$ cat src/rtl/network_interface_if.sv
// Bundle of core-side request/response and router-side packet signals for
// the network interface. The slave modport is the network interface itself;
// the master modport is whatever sits around it (core plus router port).
interface network_interface_if #(
    parameter int NET_ADDR_W  = 4,
    parameter int BANK_ADDR_W = 8,
    parameter int DATA_W      = 32
);
    // Core request/response
    logic                              req_valid;
    logic                              req_ready;
    logic                              req_write;
    logic [NET_ADDR_W+BANK_ADDR_W-1:0] req_addr;
    logic [DATA_W-1:0]                 req_wdata;
    logic                              resp_valid;
    logic [DATA_W-1:0]                 resp_rdata;
    logic                              resp_error;

    // Router injection port
    logic                              portEnable;
    logic [NET_ADDR_W+BANK_ADDR_W-1:0] destinationAddressOut;
    logic [NET_ADDR_W-1:0]             requesterAddressOut;
    logic                              readOut;
    logic                              writeOut;
    logic [DATA_W-1:0]                 dataOut;

    // Router ejection port
    logic [NET_ADDR_W+BANK_ADDR_W-1:0] destinationAddressIn;
    logic [NET_ADDR_W-1:0]             requesterAddressIn;
    logic                              readIn;
    logic                              writeIn;
    logic [DATA_W-1:0]                 dataIn;

    modport slave (
        input  req_valid, req_write, req_addr, req_wdata,
        input  portEnable,
        input  destinationAddressIn, requesterAddressIn, readIn, writeIn, dataIn,
        output req_ready, resp_valid, resp_rdata, resp_error,
        output destinationAddressOut, requesterAddressOut, readOut, writeOut, dataOut
    );

    modport master (
        output req_valid, req_write, req_addr, req_wdata,
        output portEnable,
        output destinationAddressIn, requesterAddressIn, readIn, writeIn, dataIn,
        input  req_ready, resp_valid, resp_rdata, resp_error,
        input  destinationAddressOut, requesterAddressOut, readOut, writeOut, dataOut
    );
endinterface

$ cat src/rtl/network_interface.sv
// Core-side injection/ejection stage in front of one router mesh port.
// Handshake: a request transfers on a rising clk edge where req_valid and
// req_ready are both 1; req_ready is high only while idle, and the request
// is copied into local registers so the core may change its inputs after.
// One transaction is outstanding at a time; resp_valid is a one-cycle pulse.
module network_interface #(
    parameter int NET_ADDR_W  = 4,
    parameter int BANK_ADDR_W = 8,
    parameter int DATA_W      = 32,
    parameter int TIMEOUT     = 64
) (
    input  logic                  clk,
    input  logic                  reset,
    input  logic [NET_ADDR_W-1:0] localRouterAddress,
    network_interface_if.slave    bus,
    output logic [1:0]            dbg_state_o
);
    localparam int ADDR_W = NET_ADDR_W + BANK_ADDR_W;
    localparam int CNT_W  = $clog2(TIMEOUT);
    localparam logic [CNT_W-1:0] CNT_LAST = CNT_W'(TIMEOUT - 1);

    typedef enum logic [1:0] {
        IDLE      = 2'd0,
        SEND      = 2'd1,
        WAIT_RESP = 2'd2,
        DONE      = 2'd3
    } state_t;

    state_t              state_q, state_d;
    logic [CNT_W-1:0]    cnt_q, cnt_d;
    logic                write_q, write_d;
    logic [ADDR_W-1:0]   addr_q, addr_d;
    logic [DATA_W-1:0]   wdata_q, wdata_d;
    logic [DATA_W-1:0]   rdata_q, rdata_d;
    logic                error_q, error_d;
    logic                reply_match;

    // Only the node part of the incoming destination matters for matching.
    logic unused_bank_bits;
    assign unused_bank_bits = ^bus.destinationAddressIn[BANK_ADDR_W-1:0];

    // A reply is a write packet addressed back to this node for this node.
    assign reply_match = bus.writeIn && !bus.readIn
                      && (bus.destinationAddressIn[ADDR_W-1:BANK_ADDR_W] == localRouterAddress)
                      && (bus.requesterAddressIn == localRouterAddress);

    // State and transaction registers.
    always_ff @(posedge clk or posedge reset) begin
        if (reset) begin
            state_q <= IDLE;
            cnt_q   <= '0;
            write_q <= 1'b0;
            addr_q  <= '0;
            wdata_q <= '0;
            rdata_q <= '0;
            error_q <= 1'b0;
        end else begin
            state_q <= state_d;
            cnt_q   <= cnt_d;
            write_q <= write_d;
            addr_q  <= addr_d;
            wdata_q <= wdata_d;
            rdata_q <= rdata_d;
            error_q <= error_d;
        end
    end

    // Next-state logic: capture, inject, wait for reply or time out, report.
    always_comb begin
        state_d = state_q;
        cnt_d   = cnt_q;
        write_d = write_q;
        addr_d  = addr_q;
        wdata_d = wdata_q;
        rdata_d = rdata_q;
        error_d = error_q;
        unique case (state_q)
            IDLE: begin
                if (bus.req_valid) begin
                    write_d = bus.req_write;
                    addr_d  = bus.req_addr;
                    // Loads carry no payload on the network.
                    wdata_d = bus.req_write ? bus.req_wdata : '0;
                    state_d = SEND;
                end
            end
            SEND: begin
                if (bus.portEnable) begin
                    if (write_q) begin
                        rdata_d = '0;
                        error_d = 1'b0;
                        state_d = DONE;
                    end else begin
                        cnt_d   = '0;
                        state_d = WAIT_RESP;
                    end
                end
            end
            WAIT_RESP: begin
                // A reply on the terminal-count cycle still wins.
                if (reply_match) begin
                    rdata_d = bus.dataIn;
                    error_d = 1'b0;
                    state_d = DONE;
                end else if (cnt_q == CNT_LAST) begin
                    rdata_d = '0;
                    error_d = 1'b1;
                    state_d = DONE;
                end else if (cnt_q != {CNT_W{1'b1}}) begin
                    cnt_d = cnt_q + CNT_W'(1);
                end
            end
            DONE: begin
                state_d = IDLE;
            end
            default: begin
                state_d = IDLE;
            end
        endcase
    end

    // Outputs decode from registered state only; nothing flows from core inputs.
    always_comb begin
        bus.req_ready             = (state_q == IDLE);
        bus.readOut               = (state_q == SEND) && !write_q;
        bus.writeOut              = (state_q == SEND) && write_q;
        bus.destinationAddressOut = (state_q == SEND) ? addr_q : '0;
        bus.dataOut               = (state_q == SEND) ? wdata_q : '0;
        bus.requesterAddressOut   = localRouterAddress;
        bus.resp_valid            = (state_q == DONE);
        bus.resp_rdata            = (state_q == DONE) ? rdata_q : '0;
        bus.resp_error            = (state_q == DONE) && error_q;
        dbg_state_o               = state_q;
    end
endmodule

$ cat src/flat_wrapper.sv
// flat-port wrapper written by rule: the top's interface ports become plain ports
module network_interface_flat 
#(
    parameter int NET_ADDR_W  = 4,
    parameter int BANK_ADDR_W = 8,
    parameter int DATA_W      = 32,
    parameter int TIMEOUT     = 64
)
  (clk, reset, localRouterAddress, dbg_state_o, bus_req_valid, bus_req_write, bus_req_addr, bus_req_wdata, bus_portEnable, bus_destinationAddressIn, bus_requesterAddressIn, bus_readIn, bus_writeIn, bus_dataIn, bus_req_ready, bus_resp_valid, bus_resp_rdata, bus_resp_error, bus_destinationAddressOut, bus_requesterAddressOut, bus_readOut, bus_writeOut, bus_dataOut);
  network_interface_if #(.NET_ADDR_W(NET_ADDR_W), .BANK_ADDR_W(BANK_ADDR_W), .DATA_W(DATA_W)) bus_i ();
  input  logic clk;
  input  logic reset;
  input  logic [NET_ADDR_W-1:0] localRouterAddress;
  output logic [1:0] dbg_state_o;
  input wire logic [$bits(bus_i.req_valid)-1:0] bus_req_valid;
  input wire logic [$bits(bus_i.req_write)-1:0] bus_req_write;
  input wire logic [$bits(bus_i.req_addr)-1:0] bus_req_addr;
  input wire logic [$bits(bus_i.req_wdata)-1:0] bus_req_wdata;
  input wire logic [$bits(bus_i.portEnable)-1:0] bus_portEnable;
  input wire logic [$bits(bus_i.destinationAddressIn)-1:0] bus_destinationAddressIn;
  input wire logic [$bits(bus_i.requesterAddressIn)-1:0] bus_requesterAddressIn;
  input wire logic [$bits(bus_i.readIn)-1:0] bus_readIn;
  input wire logic [$bits(bus_i.writeIn)-1:0] bus_writeIn;
  input wire logic [$bits(bus_i.dataIn)-1:0] bus_dataIn;
  output wire logic [$bits(bus_i.req_ready)-1:0] bus_req_ready;
  output wire logic [$bits(bus_i.resp_valid)-1:0] bus_resp_valid;
  output wire logic [$bits(bus_i.resp_rdata)-1:0] bus_resp_rdata;
  output wire logic [$bits(bus_i.resp_error)-1:0] bus_resp_error;
  output wire logic [$bits(bus_i.destinationAddressOut)-1:0] bus_destinationAddressOut;
  output wire logic [$bits(bus_i.requesterAddressOut)-1:0] bus_requesterAddressOut;
  output wire logic [$bits(bus_i.readOut)-1:0] bus_readOut;
  output wire logic [$bits(bus_i.writeOut)-1:0] bus_writeOut;
  output wire logic [$bits(bus_i.dataOut)-1:0] bus_dataOut;
  assign bus_i.req_valid = bus_req_valid;
  assign bus_i.req_write = bus_req_write;
  assign bus_i.req_addr = bus_req_addr;
  assign bus_i.req_wdata = bus_req_wdata;
  assign bus_i.portEnable = bus_portEnable;
  assign bus_i.destinationAddressIn = bus_destinationAddressIn;
  assign bus_i.requesterAddressIn = bus_requesterAddressIn;
  assign bus_i.readIn = bus_readIn;
  assign bus_i.writeIn = bus_writeIn;
  assign bus_i.dataIn = bus_dataIn;
  assign bus_req_ready = bus_i.req_ready;
  assign bus_resp_valid = bus_i.resp_valid;
  assign bus_resp_rdata = bus_i.resp_rdata;
  assign bus_resp_error = bus_i.resp_error;
  assign bus_destinationAddressOut = bus_i.destinationAddressOut;
  assign bus_requesterAddressOut = bus_i.requesterAddressOut;
  assign bus_readOut = bus_i.readOut;
  assign bus_writeOut = bus_i.writeOut;
  assign bus_dataOut = bus_i.dataOut;
  network_interface #(.NET_ADDR_W(NET_ADDR_W), .BANK_ADDR_W(BANK_ADDR_W), .DATA_W(DATA_W), .TIMEOUT(TIMEOUT)) u_core (.clk(clk), .reset(reset), .localRouterAddress(localRouterAddress), .bus(bus_i), .dbg_state_o(dbg_state_o));
endmodule
$ cat config.mk
export PLATFORM = sky130hd
export DESIGN_NAME = network_interface_flat
export DESIGN_NICKNAME = d
export VERILOG_FILES = /design/src/rtl/network_interface_if.sv /design/src/rtl/network_interface.sv /design/src/flat_wrapper.sv
export SDC_FILE = /design/constraint.sdc
export NUM_CORES = 1
export LEC_CHECK = 0
export CAP_MARGIN = 20
export CORE_MARGIN = 1
export CORE_UTILIZATION = 42
export DETAILED_ROUTE_END_ITERATION = 12
export GPL_TIMING_DRIVEN = 0
export PLACE_DENSITY = 0.78
export SLEW_MARGIN = 20
export SYNTH_ARGS = -nofsm -noshare
export SYNTH_HDL_FRONTEND = slang
export SYNTH_SLANG_ARGS = --single-unit
$ cat constraint.sdc
create_clock -name clk -period 3.4 [get_ports clk]
set_input_delay 0.68 -clock clk [delete_from_list [all_inputs] [get_ports clk]]
set_output_delay 0.68 -clock clk [all_outputs]
set_load 0.02 [all_outputs]
==> results of run 1 <==
[logic make-up after synthesis]
family / Yosys count / share of synthesized area, %
compound gates: 87 / 14.2
fa+ha+maj: 5 / 1.51
simple gates: 189 / 23.4
flops: 86 / 51.8
buf+inv: 43 / 5.06
mux: 15 / 4.04
[critical path, stage by stage (launching register included)]
cell,delay [ns]
dfrtp_1,0.44
inv_1,0.12
ha_1,0.22
clkbuf_2,0.25
clkbuf_1,0.31
and2_1,0.18
clkdlybuf4s50_1,0.63
[where the power goes]
group,switching [W],internal [W]
Clock,0.000366,0.000492
Sequential,0.000131,0.00128
Combinational,0.000845,0.000658
[timing repair]
item,4_1_cts,5_1_grt
resized for setup,0,8
setup endpoints to repair,0,40
endpoints found under the hold margin,0,0
[registers in the layout, summed over array words and instances, names as in the netlist]
name                flops
u_core.rdata_q         32
u_core.wdata_q         32
u_core.addr_q          12
u_core.cnt_q            6
u_core.dbg_state_o      2
u_core.error_q          1
u_core.write_q          1
[worst min-delay path by stage]
stage	from	end	slack [ns]
after floorplan	u_core.wdata_q[0]	u_core.wdata_q[0]	0.44
after global placement	u_core.wdata_q[11]	u_core.wdata_q[11]	0.45
after detailed placement	u_core.wdata_q[10]	u_core.wdata_q[10]	0.46
after CTS	u_core.wdata_q[10]	u_core.wdata_q[10]	0.48
after global routing	u_core.wdata_q[11]	u_core.wdata_q[11]	0.51
final	u_core.wdata_q[2]	u_core.wdata_q[2]	0.48
[through the flow]
stage,instances,total power (W),setup WS (ns)
after detailed placement,735,0.00292,0.460
after CTS,751,0.00378,0.0464
after global routing,751,0.00402,0.0835
after global placement,734,0.00285,-0.868
final,751,0.00377,0.235
after floorplan,425,0.00227,0.498
[per-layer routing]
| metal | share of wire [%] | vias up |
|---|---|---|
| met5 | 0 | - |
| met3 | 4.9 | 20 |
| met1 | 43 | 1824 |
| li1 | - | 1817 |
| met4 | 2.2 | 0 |
| met2 | 50 | 116 |
[cells in the mapped netlist, types with 2 or more instances]
library cell / instances
buf_4: 6
o311ai_0: 2
a22o_1: 31
a21oi_1: 7
and3_1: 2
nor3_1: 2
nor2b_1: 2
clkbuf_1: 20
mux2_2: 14
and2_1: 80
nand2b_1: 2
dfrtp_1: 86
o21ai_0: 37
ha_1: 5
buf_2: 3
nand4_1: 5
nor2_1: 5
o211ai_1: 2
inv_1: 9
nand2_1: 74
or3_1: 5
buf_1: 2
a311oi_1: 2
nand3_1: 9
buf_6: 3
[layout make-up]
type | instances | area (sq um) | area share [%]
clock buffer | 11 | 131 | 2.06
timing repair buffer | 181 | 1830 | 28.6
sequential | 86 | 2150 | 33.7
multi-input combinational | 296 | 1790 | 28.0
tap | 129 | 161 | 2.53
inverter | 9 | 36.3 | 0.568
buffer | 34 | 181 | 2.84
clock inverter | 5 | 106 | 1.66
==> summary.json, run 1 <==
{
  "status": {
    "run_status": "finished clean"
  },
  "cells_and_area": {
    "synthToLayoutAreaGrowth_pct": 53.8,
    "final_cell_area_sq_um": 6390,
    "final.fill_count": 775,
    "layout.cells.most_common": "clkdlybuf4s50_1",
    "final_cell_mix": "180 x clkdlybuf4s50_1, 86 x dfrtp_1, 80 x and2_1",
    "drive_above_1_share_pct": 7.72,
    "finish.net_count": 725,
    "insertedDiodeCount": 0,
    "layout.core_utilization_pct": 67.9
  },
  "cts": {
    "max-clock-path-buffers": 2,
    "numCtsBuffers": 9,
    "postCtsSetupBuffers": 0,
    "clock-root-buffer": "clkbuf_8",
    "clk-insertion-delay-late_ns": 0.34,
    "number_of_clock_sinks_seen_by_cts": 86,
    "cts-htree-levels": 3,
    "clk_pin_slew_ns": 0.08,
    "cts_tree": "built",
    "cts_hold_repair.buffers": 0
  },
  "timing": {
    "max_slew.worst_pin.slew_ns": 0.586,
    "fmax_ghz": 0.316,
    "report.final.setup_viol": 0,
    "post-route-min-period_ns": 3.17,
    "post-route-period-util_pct": 93.1,
    "timing.final.max_slew_violations": 0,
    "slew_headroom_pct": 60.8,
    "final.hold.worst_slack_ns": 0.476,
    "rsz_0062_raised_after_global_routing": "false",
    "fin_skew_ns": 0.0111,
    "timing.setup.tns_ns": 0,
    "report.final.hold_viol_count": 0
  },
  "global_routing": {
    "gr-total-overflow": 0,
    "groute.layer.met3.usage_pct": 4.42,
    "grt_pass1_vias": 3766,
    "grt_antenna_before_repair": 0,
    "global_route_wire_length_before_repair_um": 18500,
    "most_used_routing_layer_in_global_routing": "met2",
    "grt.met2_usage_pct": 38.4,
    "grt_usage_pct": 23.1,
    "met1_track_demand_over_resource_in_global_routing_pct": 30.7,
    "grt_max_degree": 58
  },
  "floorplan": {
    "ios": 190,
    "dieHeight_um": 101,
    "initial_utilization_pct": 44.1,
    "die_area_sq_um": 10300,
    "cell_row_count": 35,
    "die_width_um": 101,
    "core-area_sq_um": 9420
  },
  "setup_path": {
    "cp-end-kind": "output pin",
    "timing.critical_path.required_ns": 2.72,
    "crit_fanout": 10,
    "r2r.worst_path.cells": 7,
    "reg2reg_from": "u_core.dbg_state_o[0]",
    "timing.setup.critical_path_class": "reg -> out",
    "worst-r2r-setup-slack_ns": 1.22,
    "critical_path.startpoint": "u_core.dbg_state_o[1]",
    "timing.rr.end": "u_core.wdata_q[28]",
    "crit_arrival_ns": 2.49,
    "worstSetupStartpointType": "register",
    "crit_end": "bus_dataOut[29]"
  },
  "hold_path": {
    "hold_path_depth": 2,
    "hold_class": "reg -> reg"
  },
  "pwr": {
    "highest_ir_drop_seen_on_vdd_mv": 0.309,
    "leakage_power_nw": 2.78,
    "cellPowerDensity_nw_per_um2": 590
  },
  "yosys": {
    "synth_sequential_area_ratio_pct": 51.8,
    "post-synth-top-area-fraction_pct": 51.8,
    "netlist_top_cells_area": "dfrtp_1 52%, and2_1 12%, nand2_1 6.7%",
    "yosysWarnings": 0,
    "mean_instance_size_in_the_synthesized_netlist_sq_um": 9.77,
    "postSynthNetCount": 533,
    "synth.distinct_cells": 35,
    "synthesis.instances": 425,
    "async_flop_share_pct": 100,
    "yosysTopAreaCell": "dfrtp_1",
    "syn-cell-area_sq_um": 4150,
    "ys.flop_type": "dfrtp_1",
    "yosys_register_bits": 86,
    "synth_edf_count": 0
  },
  "drt": {
    "drtPass1Iterations": 4,
    "routed_via_density": 5.03,
    "route.detailed.drc": 0,
    "detail-route-antenna-nets": 0,
    "detailroute.via_count": 3777,
    "avgRoutedWirePerCell_um": 15.3,
    "detail_route.wirelength_um": 11500,
    "dr.first_iter.drc_count": 155
  },
  "placement": {
    "dpl_cell_area_sq_um": 6150,
    "routability_congestion_estimate_from_global_placement": 0.869,
    "port_buffers": 180,
    "hpwl_um": 8800
  },
  "flow_run": {
    "timing.max_cap.violations": 0
  }
}
No activity file was read; power rests on OpenSTA's default activity.
==> run 2: changes to the inputs <==
Settings changed: GPL_TIMING_DRIVEN 0 to default, REMOVE_ABC_BUFFERS from default to 1.
==> summary.json, run 2 (synthesis results as in run 1) <==
{
  "cells_and_area": {
    "finish.net_count": {"value": 699, "change": "-3.6%"},
    "synthToLayoutAreaGrowth_pct": 50.7,
    "insertedDiodeCount": {"value": 0, "change": "unchanged"},
    "largest_registers_ranked_by_flip_flop_count": "u_core.rdata_q: 32 flops, u_core.wdata_q: 32 flops, u_core.addr_q: 12 flops",
    "final_cell_mix": "181 x clkdlybuf4s50_1, 86 x dfrtp_1, 80 x and2_1",
    "layout.cells.most_common": "clkdlybuf4s50_1",
    "drive_above_1_share": {"value": 6.88, "unit": "%", "change": "-0.84 points"},
    "final_cell_area": {"value": 6260, "unit": "sq um", "change": "-2.0%"},
    "final.fill_count": {"value": 754, "change": "-2.7%"}
  },
  "placement": {
    "worst_slack_at_placement": {"value": 0.378, "unit": "ns", "change": "-0.0819 ns"},
    "routability_congestion_estimate_from_global_placement": {"value": 0.859, "change": "-1.1%"},
    "port_buffers": {"value": 181, "change": "+0.56%"},
    "dpl_cell_area": {"value": 6040, "unit": "sq um", "change": "-1.8%"},
    "hpwl": {"value": 7400, "unit": "um", "change": "-16%"}
  },
  "drt": {
    "detail_route.wirelength": {"value": 10300, "unit": "um", "change": "-10%"},
    "dr.first_iter.drc_count": {"value": 133, "change": "-14%"},
    "detailroute.via_count": {"value": 3621, "change": "-4.1%"},
    "routed_via_density": {"value": 4.99, "change": "-0.69%"},
    "avgRoutedWirePerCell": {"value": 14.2, "unit": "um", "change": "-6.8%"},
    "route.detailed.drc": {"value": 0, "change": "unchanged"},
    "drtPass1Iterations": {"value": 6, "change": "+2"},
    "detail-route-antenna-nets": {"value": 0, "change": "unchanged"}
  },
  "cts": {
    "max-clock-path-buffers": {"value": 2, "change": "unchanged"},
    "clk_pin_slew": {"value": 0.08, "unit": "ns", "change": "about the same"},
    "numCtsBuffers": {"value": 9, "change": "unchanged"},
    "number_of_clock_sinks_seen_by_cts": {"value": 86, "change": "unchanged"},
    "cts_hold_repair.buffers": {"value": 0, "change": "unchanged"},
    "cts-htree-levels": {"value": 3, "change": "unchanged"},
    "post_cts.resized_instances": {"value": 0, "change": "unchanged"},
    "clk-insertion-delay-late": {"value": 0.35, "unit": "ns", "change": "about the same"},
    "postCtsSetupBuffers": {"value": 0, "change": "unchanged"},
    "clock-root-buffer": "clkbuf_8",
    "cts_tree": "built"
  },
  "setup_path": {
    "worstSetupStartpointType": "register",
    "timing.setup.critical_path_class": "reg -> out",
    "cp-end-kind": "output pin",
    "crit_fanout": {"value": 49, "change": "+39"},
    "timing.critical_path.required": {"value": 2.72, "unit": "ns", "change": "about the same"},
    "crit_arrival": {"value": 2.27, "unit": "ns", "change": "-0.22 ns"}
  },
  "global_routing": {
    "gr-total-overflow": {"value": 0, "change": "unchanged"},
    "grt_pass1_vias": {"value": 3443, "change": "-8.6%"},
    "grt_antenna_before_repair": {"value": 0, "change": "unchanged"},
    "grt_max_degree": {"value": 56, "change": "-3.4%"},
    "global_route_wire_length_before_repair": {"value": 16600, "unit": "um", "change": "-11%"},
    "grt_usage": {"value": 20.6, "unit": "%", "change": "-2.5 points"}
  },
  "timing": {
    "setup_ws": {"value": 0.447, "unit": "ns", "change": "+0.212 ns"},
    "max_slew.worst_pin.slew": {"value": 0.771, "unit": "ns", "change": "+0.185 ns"},
    "fmax": {"value": 0.339, "unit": "GHz", "change": "+7.2%"},
    "report.final.setup_viol": {"value": 0, "change": "unchanged"},
    "rsz_0062_raised_after_global_routing": "false",
    "report.final.hold_viol_count": {"value": 0, "change": "unchanged"},
    "post-route-min-period": {"value": 2.95, "unit": "ns", "change": "-0.212 ns"},
    "slew_headroom": {"value": 48.4, "unit": "%", "change": "-12 points"},
    "timing.final.max_slew_violations": {"value": 0, "change": "unchanged"},
    "fin_skew": {"value": 0.0102, "unit": "ns", "change": "-0.000847 ns"},
    "post-route-period-util": {"value": 86.9, "unit": "%", "change": "-6.2 points"},
    "timing.setup.tns": {"value": 0, "unit": "ns", "change": "unchanged"}
  },
  "pwr": {
    "power.sequential.fraction": {"value": 39.0, "unit": "%", "change": "+1.7 points"},
    "leakage_power": {"value": 2.72, "unit": "nW", "change": "-2.4%"},
    "internal-power": {"value": 0.00233, "unit": "W", "change": "-4.0%"},
    "clock_power_share": {"value": 21.8, "unit": "%", "change": "-1.0 points"},
    "total_power": {"value": 0.00361, "unit": "W", "change": "-4.1%"},
    "cellPowerDensity": {"value": 577, "unit": "nW/um^2", "change": "-2.2%"},
    "power.switching_fraction": {"value": 35.5, "unit": "%", "change": "-0.12 points"},
    "highest_ir_drop_seen_on_vdd": {"value": 0.344, "unit": "mV", "change": "+11%"},
    "relative_contribution_of_combinational_cells_to_total_power": {"value": 39.3, "unit": "%", "change": "-0.6 points"},
    "netSwitchingPower": {"value": 0.00128, "unit": "W", "change": "-4.5%"}
  },
  "floorplan": {
    "ios": {"value": 190, "change": "unchanged"},
    "cell_row_count": {"value": 35, "change": "unchanged"},
    "die_width": {"value": 101, "unit": "um", "change": "unchanged"},
    "core-area": {"value": 9420, "unit": "sq um", "change": "unchanged"},
    "initial_utilization": {"value": 44.1, "unit": "%", "change": "unchanged"},
    "die_area": {"value": 10300, "unit": "sq um", "change": "unchanged"},
    "dieHeight": {"value": 101, "unit": "um", "change": "unchanged"}
  },
  "flow_run": {
    "timing.max_cap.violations": {"value": 0, "change": "unchanged"}
  },
  "status": {
    "run_status": "finished clean"
  },
  "hold_path": {
    "hold_class": "reg -> reg"
  }
}
## run 2: cell count changes in the layout (fill, tap and decap cells not counted), moves of 2 or more
| cell | previous run | this run |
|---|---|---|
| buf_12 | 0 | 2 |
| buf_6 | 3 | 0 |
| buf_1 | 2 | 0 |
| clkbuf_2 | 4 | 0 |
| clkinv_4 | 0 | 2 |
| clkbuf_1 | 18 | 1 |
| buf_2 | 3 | 0 |
## run 2: cell type report
type	instances	area (sq um)	area share, %
Sequential cell	86	2150	34.4
Timing Repair Buffer	189	1900	30.3
Multi-Input combinational cell	296	1790	28.6
Tap cell	129	161	2.58
Clock buffer	10	128	2.04
Clock inverter	6	93.8	1.50
Inverter	9	35.0	0.560
## run 2: metrics by stage
stage	hold WS, ns	instances	utilization, %
after global routing	0.502	725	66.5
after detailed placement	0.462	709	64.1
after floorplan	0.442	391	-
final	0.479	725	66.5
after CTS	0.483	725	66.5
after global placement	0.452	709	64.1
## run 2: worst paths after layout
check | start | endpoint | slack (ns) | cells after the start
worst max-delay path | u_core.dbg_state_o[1] | bus_readOut | 0.45 | 5
worst min-delay path | u_core.wdata_q[7] | u_core.wdata_q[7] | 0.48 | 2
worst max register to register | u_core.dbg_state_o[1] | u_core.cnt_q[0] | 0.90 | 8
worst min register to register | u_core.wdata_q[7] | u_core.wdata_q[7] | 0.48 | 2
max in group asynchronous | reset | u_core.wdata_q[5] | 2.01 | 3
min in group asynchronous | reset | u_core.rdata_q[30] | 0.69 | 2
## run 2: power by group through the flow
stage / logic [W] / clock network (W) / registers, W
after global routing: 0.00156 / 0.000859 / 0.00144
final: 0.00142 / 0.000787 / 0.00141
after detailed placement: 0.00142 / 0 / 0.00143
after floorplan: 0.000812 / 0 / 0.00140
after global placement: 0.00139 / 0 / 0.00141
after CTS: 0.00143 / 0.000818 / 0.00141
## run 2: routing by layer
metal  track usage [%]  vias up  share of wire [%]
met5                 0        -                  0
met3              6.63       10                9.4
met1              27.2     1715                 44
met4              6.35        0                1.0
li1                  -     1761                  -
met2              32.3      135                 46
## run 2: critical path, cell delays in order (launching register included)
cell and delay [ns]:
dfrtp_1 0.44, inv_1 0.11, ha_1 0.14, buf_4 0.34
nor2b_1 0.25, clkdlybuf4s50_1 0.63
==> run 3: changes to the inputs <==
Settings changed: CTS_CLUSTER_SIZE from default to 25.
==> results of run 3 <==
No change in the layout: final DEF, timing and power equal those of run 2.
